--- src/rtl/uart_tx_arbiter_if.sv ---
// Byte handshake bundle between the two UART requesters and uart_tx_arbiter.
interface uart_tx_arbiter_if;
  // valid/ready: a requester raises reqN_valid with reqN_data stable and holds both until it sees
  // reqN_ready high; that one-cycle pulse means the byte was taken on the previous clock edge.
  logic       req0_valid;
  logic [7:0] req0_data;
  logic       req0_ready;
  logic       req1_valid;
  logic [7:0] req1_data;
  logic       req1_ready;

  modport master (
    output req0_valid, req0_data, req1_valid, req1_data,
    input  req0_ready, req1_ready
  );

  modport slave (
    input  req0_valid, req0_data, req1_valid, req1_data,
    output req0_ready, req1_ready
  );
endinterface

--- src/rtl/uart_tx_arbiter.sv ---
// Round-robin arbiter for two byte requesters feeding one 8N1 serializer on the uart_tx pin.
// Define UART_TX_PARITY_EN for 8E1 framing (even parity bit between bit 7 and the stop bit).
module uart_tx_arbiter #(
  parameter int unsigned BAUD_DIV = 234
) (
  input  logic              clk,
  input  logic              reset,
  uart_tx_arbiter_if.slave  bus,
  output logic              uart_tx,
  output logic              busy,
  output logic [2:0]        state_dbg
);

  localparam int unsigned   CW        = $clog2(BAUD_DIV);
  localparam logic [CW-1:0] BAUD_LAST = CW'(BAUD_DIV - 1);

  typedef enum logic [2:0] {
    S_IDLE   = 3'd0,
    S_START  = 3'd1,
    S_DATA   = 3'd2,
    S_STOP   = 3'd3
`ifdef UART_TX_PARITY_EN
    , S_PARITY = 3'd4
`endif
  } state_t;

  state_t        state;
  state_t        state_next;
  logic [CW-1:0] baud_cnt;
  logic [2:0]    bit_cnt;
  logic [7:0]    shift;
  logic          last_grant;
  logic          any_valid;
  logic          grant;
  logic          accept;
  logic          bit_end;
  logic [7:0]    sel_data;
  logic          tx_d;
  logic          busy_d;
  logic          ready0_d;
  logic          ready1_d;
`ifdef UART_TX_PARITY_EN
  logic          parity_bit;
`endif

  // On contention the requester that did not win last time goes next; last_grant resets to 1.
  assign any_valid = bus.req0_valid | bus.req1_valid;
  assign grant     = (bus.req0_valid & bus.req1_valid) ? ~last_grant : bus.req1_valid;
  assign accept    = (state == S_IDLE) & any_valid;
  assign bit_end   = (baud_cnt == BAUD_LAST);
  assign sel_data  = grant ? bus.req1_data : bus.req0_data;
  assign state_dbg = state;

  always_ff @(posedge clk or posedge reset) begin
    if (reset) state <= S_IDLE;
    else       state <= state_next;
  end

  always_comb begin
    state_next = state;
    case (state)
      S_IDLE:  if (any_valid) state_next = S_START;
      S_START: if (bit_end)   state_next = S_DATA;
      S_DATA: begin
        if (bit_end && bit_cnt == 3'd7) begin
`ifdef UART_TX_PARITY_EN
          state_next = S_PARITY;
`else
          state_next = S_STOP;
`endif
        end
      end
`ifdef UART_TX_PARITY_EN
      S_PARITY: if (bit_end) state_next = S_STOP;
`endif
      S_STOP:  if (bit_end)   state_next = S_IDLE;
      default: state_next = S_IDLE;
    endcase
  end

  // The baud counter wraps at every bit boundary, which is also every state entry after IDLE.
  always_ff @(posedge clk or posedge reset) begin
    if (reset) begin
      baud_cnt   <= '0;
      bit_cnt    <= '0;
      shift      <= '0;
      last_grant <= 1'b1;
`ifdef UART_TX_PARITY_EN
      parity_bit <= 1'b0;
`endif
    end else begin
      if (state == S_IDLE || bit_end) baud_cnt <= '0;
      else                            baud_cnt <= baud_cnt + 1'b1;

      if (accept) begin
        shift      <= sel_data;
        bit_cnt    <= '0;
        last_grant <= grant;
`ifdef UART_TX_PARITY_EN
        parity_bit <= ^sel_data;
`endif
      end else if (state == S_DATA && bit_end) begin
        shift   <= {1'b0, shift[7:1]};
        bit_cnt <= bit_cnt + 3'd1;
      end
    end
  end

  always_comb begin
    tx_d = 1'b1;
    case (state)
      S_START:  tx_d = 1'b0;
      S_DATA:   tx_d = shift[0];
`ifdef UART_TX_PARITY_EN
      S_PARITY: tx_d = parity_bit;
`endif
      default:  tx_d = 1'b1;
    endcase
    busy_d   = (state_next != S_IDLE);
    ready0_d = accept & ~grant;
    ready1_d = accept & grant;
  end

  // Registered outputs: the line trails the state by one clock, so tx falls two edges after valid.
  always_ff @(posedge clk or posedge reset) begin
    if (reset) begin
      uart_tx        <= 1'b1;
      busy           <= 1'b0;
      bus.req0_ready <= 1'b0;
      bus.req1_ready <= 1'b0;
    end else begin
      uart_tx        <= tx_d;
      busy           <= busy_d;
      bus.req0_ready <= ready0_d;
      bus.req1_ready <= ready1_d;
    end
  end

endmodule

--- src/flat_wrapper.sv ---
// flat-port wrapper written by rule: the top's interface ports become plain ports
module uart_tx_arbiter_flat 
#(
  parameter int unsigned BAUD_DIV = 234
)
  (clk, reset, uart_tx, busy, state_dbg, bus_req0_valid, bus_req0_data, bus_req1_valid, bus_req1_data, bus_req0_ready, bus_req1_ready);
  uart_tx_arbiter_if bus_i ();
  input  logic clk;
  input  logic reset;
  output logic uart_tx;
  output logic busy;
  output logic [2:0] state_dbg;
  input wire logic [$bits(bus_i.req0_valid)-1:0] bus_req0_valid;
  input wire logic [$bits(bus_i.req0_data)-1:0] bus_req0_data;
  input wire logic [$bits(bus_i.req1_valid)-1:0] bus_req1_valid;
  input wire logic [$bits(bus_i.req1_data)-1:0] bus_req1_data;
  output wire logic [$bits(bus_i.req0_ready)-1:0] bus_req0_ready;
  output wire logic [$bits(bus_i.req1_ready)-1:0] bus_req1_ready;
  assign bus_i.req0_valid = bus_req0_valid;
  assign bus_i.req0_data = bus_req0_data;
  assign bus_i.req1_valid = bus_req1_valid;
  assign bus_i.req1_data = bus_req1_data;
  assign bus_req0_ready = bus_i.req0_ready;
  assign bus_req1_ready = bus_i.req1_ready;
  uart_tx_arbiter #(.BAUD_DIV(BAUD_DIV)) u_core (.clk(clk), .reset(reset), .bus(bus_i), .uart_tx(uart_tx), .busy(busy), .state_dbg(state_dbg));
endmodule
--- config.mk ---
export PLATFORM = sky130hd
export DESIGN_NAME = uart_tx_arbiter_flat
export DESIGN_NICKNAME = d
export VERILOG_FILES = /design/src/rtl/uart_tx_arbiter_if.sv /design/src/rtl/uart_tx_arbiter.sv /design/src/flat_wrapper.sv
export SDC_FILE = /design/constraint.sdc
export NUM_CORES = 1
export LEC_CHECK = 0
export BUFFER_PORTS_ARGS = -buffer_cell sky130_fd_sc_hd__buf_2
export CAP_MARGIN = 20
export CORE_ASPECT_RATIO = 0.8
export CORE_MARGIN = 2
export CORE_UTILIZATION = 45
export CTS_CLUSTER_DIAMETER = 150
export DETAILED_ROUTE_END_ITERATION = 10
export PLACE_DENSITY = 0.73
export SLEW_MARGIN = 30
export SYNTH_ARGS = -nofsm -noshare
export SYNTH_HDL_FRONTEND = slang
export SYNTH_SLANG_ARGS = --single-unit
export TNS_END_PERCENT = 5
--- constraint.sdc ---
create_clock -name clk -period 3.95 [get_ports clk]
set_input_delay 0.79 -clock clk [delete_from_list [all_inputs] [get_ports clk]]
set_output_delay 0.79 -clock clk [all_outputs]
set_load 0.005 [all_outputs]
==> reports/metrics.csv, run 1 <==
metric,value,unit
hold buffers post-CTS,0,
post-route worst setup slack,2.16,ns
Starting Density,0.474,
Std-Cell Rows,17,
CTS Sinks,27,
Final Hold Fails,0,
reg2reg start,u_core.baud_cnt[0],
Worst-Margin Slew,0.594,ns
Crit path depth,1,
Yosys cell types,35,
H-tree depth reported by CTS,1,
Place WS,2.08,ns
crit path cell chain,buf_2,
Vias/cell,5.34,
fmax,559,MHz
final setup violation count,0,
initial DRC count,80,
total chip power,0.654,mW
r2r endpoint,u_core.shift[6],
DR vias,977,
port buffer count,26,
global routing usage on met3,0.0194,
ys async rst share,1.00,
net switching power figure,0.187,mW
fraction of final layout cells sized beyond drive strength 1,0.269,
Power Dens Cells,439,mW/mm²
Synth Instances,121,
first-pass GRT wire length,3.78,mm
width of the die,64.6,µm
clk slew on worst S/H paths,0.09,ns
critical setup path kind,reg -> out,
"reg-to-reg slack, setup",2.25,ns
Sw Share,0.286,
pin count of the biggest net entering global routing,28,
CP startpoint,u_core.state_dbg[0],
top cell type by total area after synthesis,dfrtp_1,
GR Util All Layers,0.149,
"Clk Latency, worst-skew pair",0.26,ns
Detail Placement HPWL,1.77,mm
Hold Path Depth,1,
Most Crowded Layer GR,met2,
part of the power in combinational logic,0.202,
RSZ-0062 raised after global routing,no,
Worst Setup Start Kind,flip-flop,
Max Fanout on Critical Path,10,
Final GP Congestion,0.773,
Synthesized Nets,145,
met1 GRT Util,0.211,
CTS tree,built,
crit path to,state_dbg[0],
CTS Buf Count,3,
1st-pass router iterations,4,
"count leader, synth",dfrtp_1,
antenna violations before repair,0,
mean area per synthesized cell,10.9,µm²
total wire length,2.38,mm
post-route antenna net violation count,0,
Clock Tree Root,clkbuf_8,
"Top FF cell, synth",dfrtp_1,
vias in the first global route,815,
layout net count,170,
Synth top cells by count,"dfrtp_1 (25), nor2_1 (17), nand3_1 (12)",
# IOs,27,
"Seq/Total Area, Yosys",0.513,
GRT met2 Usage,0.236,
Worst Reg-to-Reg Cells,5,
LEAKAGE,0.726,nW
Crit path required time,3.16,ns
Hold WC Path Type,reg -> reg,
Post-CTS Setup Repair Bufs,0,
Flop pwr share,0.569,
Area contributors post-synth,"dfrtp_1 (47%), a222oi_1 (5.3%), nor2_1 (4.8%)",
outcome,"finished, final reports clean",
buffers plus inverters on the worst setup path,1,
Slew HR,0.604,
fin. max-slew vios,0,
Mapped Area,0.00132,mm²
Final period util,0.453,
yosys warns,0,
crit path time final,1.79,ns
Crit path max-delay family,flip-flops,
routed length per instance,13.0,µm
clk buf depth,2,
die height,52.5,µm
Ant. Diodes,0,
hold_ws,0.488,ns
MaxCap Viol Count,0,
Post-synth EDFFs,0,
setup total negative slack,0,ns
Worst Path Arrival,1.00,ns
Clock Skews,0.00147,ns
Remaining DRCs,0,
Clock Power Share,0.228,
slowest cell delay on critical path,0.56,ns
Critical-path top delay cell,dfrtp_1,
PostCTS Resize Cnt,0,
Finished Core Util,0.535,
P_int,0.467,mW
Synth top area share,0.473,
peak supply drop,154,µV
synthesized flop and latch total,27,
"Remaining Overflow, GRT",0,
Worst Setup End Kind,output port,
Area Overhead vs Synth,12.8,%
die area,0.00339,mm²
core box area,0.00279,mm²
==> cell usage in the layout (no fill, tap or decap), types with 2 or more instances in the layout <==
cell	netlist	final
buf_2	1	26
dfrtp_1	25	25
nor2_1	17	17
nand3_1	12	12
a222oi_1	7	7
o21ai_1	7	7
nand2_1	5	5
xor2_1	4	4
xnor2_1	4	4
ha_1	4	4
mux2i_1	3	3
a21o_1	3	3
clkbuf_8	0	3
nor3b_2	2	2
dfstp_2	2	2
==> worst min-delay path by stage <==
stage	startpoint	end	slack (ns)
2_1_floorplan	u_core.shift[7]	u_core.shift[7]	0.45
3_3_place_gp	u_core.shift[7]	u_core.shift[7]	0.47
3_5_place_dp	u_core.shift[7]	u_core.shift[7]	0.47
4_1_cts	u_core.shift[7]	u_core.shift[7]	0.49
5_1_grt	u_core.shift[7]	u_core.shift[7]	0.52
6_report	u_core.shift[7]	u_core.shift[7]	0.49
==> registers in the layout (all words and copies together) (netlist names) <==
name,count
u_core.baud_cnt,8
u_core.shift,8
u_core.bit_cnt,3
u_core.state_dbg,3
u_core.bus.req0_ready,1
u_core.bus.req1_ready,1
u_core.busy,1
u_core.last_grant,1
u_core.uart_tx,1
==> cells by family after synthesis <==
kind of cell / Yosys count / synth area share
AND/OR/NAND/NOR: 47 / 0.192
flip-flops: 27 / 0.513
AO/OA/AOI/OAI: 23 / 0.132
XOR/XNOR: 8 / 0.0530
buffers and inverters: 8 / 0.0464
adder cells (fa/ha/maj): 4 / 0.0379
multiplexers: 3 / 0.0227
other: 1 / 0.00284
==> power groups by stage <==
stage	Combinational (mW)	Sequential, mW	Clock [mW]
6_report	0.132	0.372	0.149
3_3_place_gp	0.126	0.376	0
3_5_place_dp	0.132	0.378	0
4_1_cts	0.133	0.372	0.156
5_1_grt	0.152	0.379	0.170
2_1_floorplan	0.109	0.365	0
==> per-stage QoR <==
step / area (µm²) / cells
final: 1490 / 183
after floorplan: 1320 / 121
after CTS: 1490 / 183
after global placement: 1450 / 179
after global routing: 1490 / 183
after detailed placement: 1450 / 179
==> layer usage <==
metal | vias to the layer above | routed length, µm | part of all wire
met4 | 0 | 21 | 0.0088
met1 | 471 | 1090 | 0.46
met2 | 25 | 1150 | 0.48
met3 | 2 | 117 | 0.049
met5 | - | 0 | 0
li1 | 479 | - | -
==> area by class of cell <==
| cell class | instances | area, µm² |
|---|---|---|
| clock buffer | 4 | 45.0 |
| fill | 244 | 1300 |
| inverter | 2 | 7.51 |
| tap | 38 | 47.5 |
| multi-input combinational | 86 | 582 |
| timing repair buffer | 26 | 130 |
| sequential | 27 | 678 |
==> worst register-to-register path, cell delays in order (launching register included) <==
cell and delay, ns:
dfrtp_1 0.43, ha_1 0.22, and4_1 0.23, and2_1 0.21, a21oi_2 0.35, o21ai_1 0.13
Power figures use the tool's default switching activity.
==> inputs of run 2 (changes only) <==
--- a/config.mk
+++ b/config.mk
@@ -5,6 +5,7 @@
 export SDC_FILE = /design/constraint.sdc
 export NUM_CORES = 1
 export LEC_CHECK = 0
+export ABC_AREA = 1
 export BUFFER_PORTS_ARGS = -buffer_cell sky130_fd_sc_hd__buf_2
 export CAP_MARGIN = 20
 export CORE_ASPECT_RATIO = 0.8
@@ -12,7 +13,7 @@
 export CORE_UTILIZATION = 45
 export CTS_CLUSTER_DIAMETER = 150
 export DETAILED_ROUTE_END_ITERATION = 10
-export PLACE_DENSITY = 0.73
+export PLACE_DENSITY = 0.74
 export SLEW_MARGIN = 30
 export SYNTH_ARGS = -nofsm -noshare
 export SYNTH_HDL_FRONTEND = slang
==> constraint.sdc (replaced) <==
create_clock -name clk -period 1.5 [get_ports clk]
set_input_delay 0.3 -clock clk [delete_from_list [all_inputs] [get_ports clk]]
set_output_delay 0.3 -clock clk [all_outputs]
set_load 0.005 [all_outputs]
==> run 2 against run 1 <==
Sequential cell count unchanged. Sequential power rose to 2.6 times the previous value. Register-to-register slack worse by 2.2 ns. Highest routed layer unchanged. Synthesized cell count up 51%. Setup slack worse by 2.1 ns. Worst hold slack worse by 0.42 ns.
==> reports/metrics.csv, run 2 <==
metric,value,unit,change
Inst Count DP,257,,+44%
Vias/cell,4.75,,-11%
met2 WL post-DR,1.26,mm,+9.6%
Finished Core Util,0.578,,+0.0428
fin. max-slew vios,0,,unchanged
LEAKAGE,1.01,nW,+39%
initial DRC count,41,,-49%
Mapped Area,0.00154,mm²,+17%
metal1 wirelength,1.60,mm,+47%
Max Fanout on Critical Path,3,,-7
met3 WL post-DR,112,µm,-4.3%
"Top FF cell, synth",dfrtp_1,,
register area,678,µm²,unchanged
Final Hold Fails,0,,unchanged
Area Overhead vs Synth,19.1,%,
mean area per synthesized cell,8.42,µm²,-23%
top sig layer,met4,,
port buffer count,26,,unchanged
Post-synth EDFFs,0,,unchanged
Non-Filler Instances,261,,+43%
MaxCap Viol Count,0,,unchanged
most frequent cells in the layout,"nand2_1 (65), buf_2 (26), dfrtp_1 (25)",,
clk buf depth,2,,unchanged
hold buffers post-CTS,0,,unchanged
"commonest non-fill, non-tap cell in the layout",nand2_1,,
setup total negative slack,0,ns,unchanged
reg2reg start,u_core.baud_cnt[1],,
GR Util All Layers,0.162,,+0.0138
slowest cell delay on critical path,0.39,ns,-0.17 ns
Starting Density,0.485,,+0.0108
Worst Path Arrival,1.59,ns,+0.59 ns
first-pass GRT wire length,5.09,mm,+34%
Crit path required time,1.66,ns,-1.50 ns
1st-pass router iterations,4,,unchanged
number of fill cells,292,,+20%
Final period util,0.950,,
RSZ-0062 raised after global routing,yes,,
CTS tree,built,,
Clock Tree Root,clkbuf_8,,
die area,0.00391,mm²,+15%
fraction of final layout cells sized beyond drive strength 1,0.330,,+0.0614
ys async rst share,1.00,,unchanged
H-tree depth reported by CTS,1,,unchanged
Synth top area share,0.406,,-0.0673
synthesized flop and latch total,27,,unchanged
critical setup path kind,reg -> reg,,
post-route antenna net violation count,0,,unchanged
layout net count,246,,+45%
"Seq/Total Area, Yosys",0.440,,-0.0730
total wire length,3.01,mm,+26%
final setup violation count,0,,unchanged
die height,56.3,µm,+7.4%
crit path time final,1.43,ns,
Std-Cell Rows,18,,+1
vias in the first global route,1116,,+37%
Remaining DRCs,0,,unchanged
CTS Sinks,27,,unchanged
Worst Setup End Kind,flip-flop,,
Detail Placement HPWL,2.18,mm,+24%
Critical-path top delay cell,dfrtp_1,,
Power Dens Cells,1020,mW/mm²,+130%
Largest regs,"u_core.baud_cnt: 8 flops, u_core.shift: 8 flops",,
width of the die,69.4,µm,+7.5%
core box area,0.00318,mm²,+14%
Area contributors post-synth,"dfrtp_1 (41%), nand2_1 (16%), nand3_2 (7.1%)",,
clk slew on worst S/H paths,0.09,ns,about the same
"count leader, synth",nand2_1,,
DR vias,1240,,+27%
CP startpoint,u_core.baud_cnt[1],,
Worst Reg-to-Reg Cells,10,,+5
"Clk Latency, worst-skew pair",0.27,ns,about the same
peak supply drop,570,µV,+270%
pin count of the biggest net entering global routing,28,,unchanged
Hold WC Path Type,in -> async,,
crit path cell chain,"inv_1, ha_1, nand2_1, nor2_2, buf_4, nand2_2, nand2_4, nand2_4, nor2_4, nand2_1",,
Synthesized Nets,207,,+43%
routed length per instance,11.5,µm,-11%
top cell type by total area after synthesis,dfrtp_1,,
outcome,"finished, final reports clean",,
yosys warns,0,,unchanged
# IOs,27,,unchanged
Synth top cells by count,"nand2_1 (65), dfrtp_1 (25), nand3_1 (16)",,
antenna violations before repair,0,,unchanged
Worst Setup Start Kind,flip-flop,,
"Remaining Overflow, GRT",0,,unchanged
Ant. Diodes,0,,unchanged
area of the multi-input gates,776,µm²,+33%
CTS Buf Count,3,,unchanged
Synth Instances,183,,+51%
fmax,702,MHz,
total chip power,1.87,mW,+190%
Yosys cell types,26,,-26%
Clock Skews,0.00282,ns,+0.00135 ns
Final GP Congestion,0.816,,+5.6%
==> run 2: changes by cell type in the layout (fill, tap and decap cells not counted), moves of 6 or more <==
cell and change:
a222oi_1 -7, buf_4 +11, nand2_2 +7, o21ai_1 -7
inv_1 +12, nand2_1 +60, nor2_1 -6, nand3_2 +9
==> run 2: per-stage QoR <==
step / setup slack (ns) / hold WS (ns) / cell area, µm²
finish: 0.0746 / 0.0676 / 1830
global route: -0.0331 / 0.0948 / 1830
CTS: 0.0237 / 0.0777 / 1820
detailed placement: -0.00949 / 0.376 / 1770
global placement: 0.0280 / 0.375 / 1770
floorplan: 0.215 / 0.351 / 1540
==> run 2: logic make-up after synthesis <==
| kind of cell | count (synthesis) | synth area share |
|---|---|---|
| xor gates and xnor gates | 1 | 0.00569 |
| and+or+nand+nor | 128 | 0.435 |
| buffers and inverters | 18 | 0.0707 |
| AOI/OAI and AO/OA | 4 | 0.0130 |
| DFF | 27 | 0.440 |
| adders and majority gates | 4 | 0.0325 |
| other | 1 | 0.00243 |
==> run 2: what timing repair did <==
| action | CTS | global route |
|---|---|---|
| resized for setup | 1 | 3 |
| setup endpoints to repair | 3 | 12 |
| buffers inserted | 0 | 0 |
| endpoints found under the hold margin | 0 | 0 |
==> run 2: per-layer routing <==
layer	up-vias	GRT usage
li1	660	-
met1	547	0.233
met2	28	0.246
met3	5	0.0395
met4	0	0.0420
met5	-	0
==> run 2: final cells by class <==
type | count | share of cell area
multi-input cells | 138 | 0.423
flip-flops and latches | 27 | 0.370
repair buffers | 38 | 0.127
inverters | 14 | 0.0286
well taps | 40 | 0.0273
clock buffers | 4 | 0.0246
==> run 2: worst paths after layout <==
check / slack, ns / to
min reg2reg: 0.51 / u_core.last_grant
max: 0.07 / u_core.busy
min: 0.07 / u_core.bus.req0_ready
max reg2reg: 0.07 / u_core.busy
min in group clk: 0.25 / u_core.shift[7]
max in group asynchronous: 1.13 / u_core.uart_tx
==> run 2: where the power goes <==
group / switching [mW] / internal (mW)
clock network: 0.218 / 0.190
registers: 0.0984 / 0.865
logic: 0.263 / 0.233
total: 0.580 / 1.29
==> run 2: worst max-delay path: cells and delay by family, from the launching register on <==
kind / cells / cell delay (ns)
fa+ha+maj: 1 / 0.13
buf+inv: 2 / 0.21
flops: 1 / 0.39
simple gates: 7 / 0.59
==> inputs of run 3 (changes only) <==
--- a/config.mk
+++ b/config.mk
@@ -10,10 +10,11 @@
 export CAP_MARGIN = 20
 export CORE_ASPECT_RATIO = 0.8
 export CORE_MARGIN = 2
-export CORE_UTILIZATION = 45
+export CORE_UTILIZATION = 50
+export CTS_BUF_LIST = sky130_fd_sc_hd__clkbuf_8
 export CTS_CLUSTER_DIAMETER = 150
 export DETAILED_ROUTE_END_ITERATION = 10
-export PLACE_DENSITY = 0.74
+export PLACE_DENSITY = 0.72
 export SLEW_MARGIN = 30
 export SYNTH_ARGS = -nofsm -noshare
 export SYNTH_HDL_FRONTEND = slang
==> run 3 against run 2 <==
Global-route usage is 3.4 points higher. Via count is 4.0% higher. Worst hold slack worse by 0.0094 ns. Final area hardly changed. Core utilization is 6.5 points higher. Clock skew is 0.0044 ns higher. Total power is 1.3% higher. Routed wire length is 1.2% higher. Clock power is 6.1% higher. Critical path depth is 4 lower. Critical path type unchanged.
==> reports/metrics.csv, run 3 (synthesis results as in run 2) <==
metric,value,unit,change
Clock Skews,0.00726,ns,+0.00444 ns
fraction of final layout cells sized beyond drive strength 1,0.327,,-0.00304
antenna violations before repair,0,,unchanged
fmax,722,MHz,+3.0%
outcome,"finished, final reports clean",,
CTS Buf Count,3,,unchanged
"Remaining Overflow, GRT",0,,unchanged
initial DRC count,57,,+39%
most frequent cells in the layout,"nand2_1 (65), buf_2 (26), dfrtp_1 (25)",,
layout net count,245,,-0.41%
1st-pass router iterations,5,,+1
vias in the first global route,1259,,+13%
clk slew on worst S/H paths,0.10,ns,about the same
Largest regs,"u_core.baud_cnt: 8 flops, u_core.shift: 8 flops",,
hold_ws,0.0582,ns,-0.00937 ns
Inst Count DP,252,,-1.9%
"Clk Latency, worst-skew pair",0.28,ns,about the same
Detail Placement HPWL,2.35,mm,+7.6%
Remaining DRCs,0,,unchanged
LEAKAGE,1.00,nW,-0.84%
Power Dens Cells,1030,mW/mm²,+1.4%
Finished Core Util,0.643,,+0.0655
Worst Setup End Kind,flip-flop,,
pin count of the biggest net entering global routing,28,,unchanged
Max Fanout on Critical Path,8,,+5
core box area,0.00285,mm²,-10%
RSZ-0062 raised after global routing,yes,,
clk buf depth,2,,unchanged
CTS tree,built,,
DR vias,1289,,+4.0%
final setup violation count,0,,unchanged
Starting Density,0.540,,+0.0554
H-tree depth reported by CTS,1,,unchanged
"commonest non-fill, non-tap cell in the layout",nand2_1,,
Crit path required time,1.68,ns,+0.02 ns
die area,0.00354,mm²,-9.4%
Non-Filler Instances,258,,-1.1%
fin. max-slew vios,0,,unchanged
Final period util,0.923,,-0.0273
total wire length,3.04,mm,+1.2%
hold buffers post-CTS,0,,unchanged
Clock Tree Root,clkbuf_8,,
MaxCap Viol Count,0,,unchanged
first-pass GRT wire length,5.29,mm,+4.1%
Worst Path Arrival,1.56,ns,-0.03 ns
Hold WC Path Type,in -> async,,
Area Overhead vs Synth,19.0,%,about the same
routed length per instance,11.8,µm,+2.4%
peak supply drop,458,µV,-20%
Ant. Diodes,0,,unchanged
GR Util All Layers,0.196,,+0.0337
total chip power,1.89,mW,+1.3%
crit path time final,1.38,ns,-0.0410 ns
post-route antenna net violation count,0,,unchanged
CTS Sinks,27,,unchanged
Vias/cell,5.00,,+5.2%
port buffer count,26,,unchanged
Final Hold Fails,0,,unchanged
# IOs,27,,unchanged
Worst Setup Start Kind,flip-flop,,
Final GP Congestion,0.739,,-9.4%
width of the die,66.1,µm,-4.8%
die height,53.6,µm,-4.8%
Std-Cell Rows,17,,-1
critical setup path kind,reg -> reg,,
-- run 3: final timing paths --
path                                     startpoint                 to  slack [ns]  depth (start not counted)
worst max-delay path            u_core.state_dbg[1]    u_core.shift[3]        0.12                          6
worst min-delay path                          reset    u_core.shift[0]        0.06                          3
worst max register to register  u_core.state_dbg[1]    u_core.shift[3]        0.12                          6
worst min register to register    u_core.last_grant  u_core.last_grant        0.52                          2
max in group asynchronous                     reset     u_core.uart_tx        1.14                          3
min in group clk                   bus_req1_data[7]    u_core.shift[7]        0.25                          3
-- run 3: stage by stage --
stage,area (µm²),setup WS [ns],setup TNS [ns]
after global placement,1740,0.0579,0
after global routing,1830,-0.00927,-0.00927
after floorplan,1540,0.215,0
after CTS,1790,0.0361,0
after detailed placement,1740,0.0568,0
final,1830,0.116,0
-- run 3: layer usage --
metal | global-route usage | wire length (µm) | vias to the layer above
met4 | 0.0408 | 21 | 0
met3 | 0.0439 | 135 | 5
met5 | 0 | 0 | -
met1 | 0.248 | 1470 | 596
met2 | 0.352 | 1420 | 36
li1 | - | - | 652
-- run 3: final cells by class --
cell class	instances	area [µm²]
fill	256	1020
tap	38	47.5
clock inverter	1	7.51
multi-input combinational	138	781
inverter	14	52.6
sequential	27	678
clock buffer	3	41.3
timing repair buffer	37	225
-- run 3: critical path, stage by stage, from the launching register on --
cell	delay, ns
dfrtp_1	0.48
inv_1	0.14
nor3_2	0.19
nand3_4	0.18
buf_12	0.18
nand3_2	0.05
nand2_1	0.05
-- run 3: where the power goes --
part | switching (mW) | leakage [nW] | total [mW] | internal [mW]
logic | 0.260 | 0.629 | 0.483 | 0.223
clock network | 0.244 | 0.0217 | 0.433 | 0.189
registers | 0.112 | 0.351 | 0.976 | 0.865
total | 0.615 | 1.00 | 1.89 | 1.28
-- run 3: timing repair --
| item | CTS | global route |
|---|---|---|
| buffers inserted | 0 | 2 |
| gates resized for setup | 0 | 5 |
| endpoints found under the setup margin | 0 | 12 |
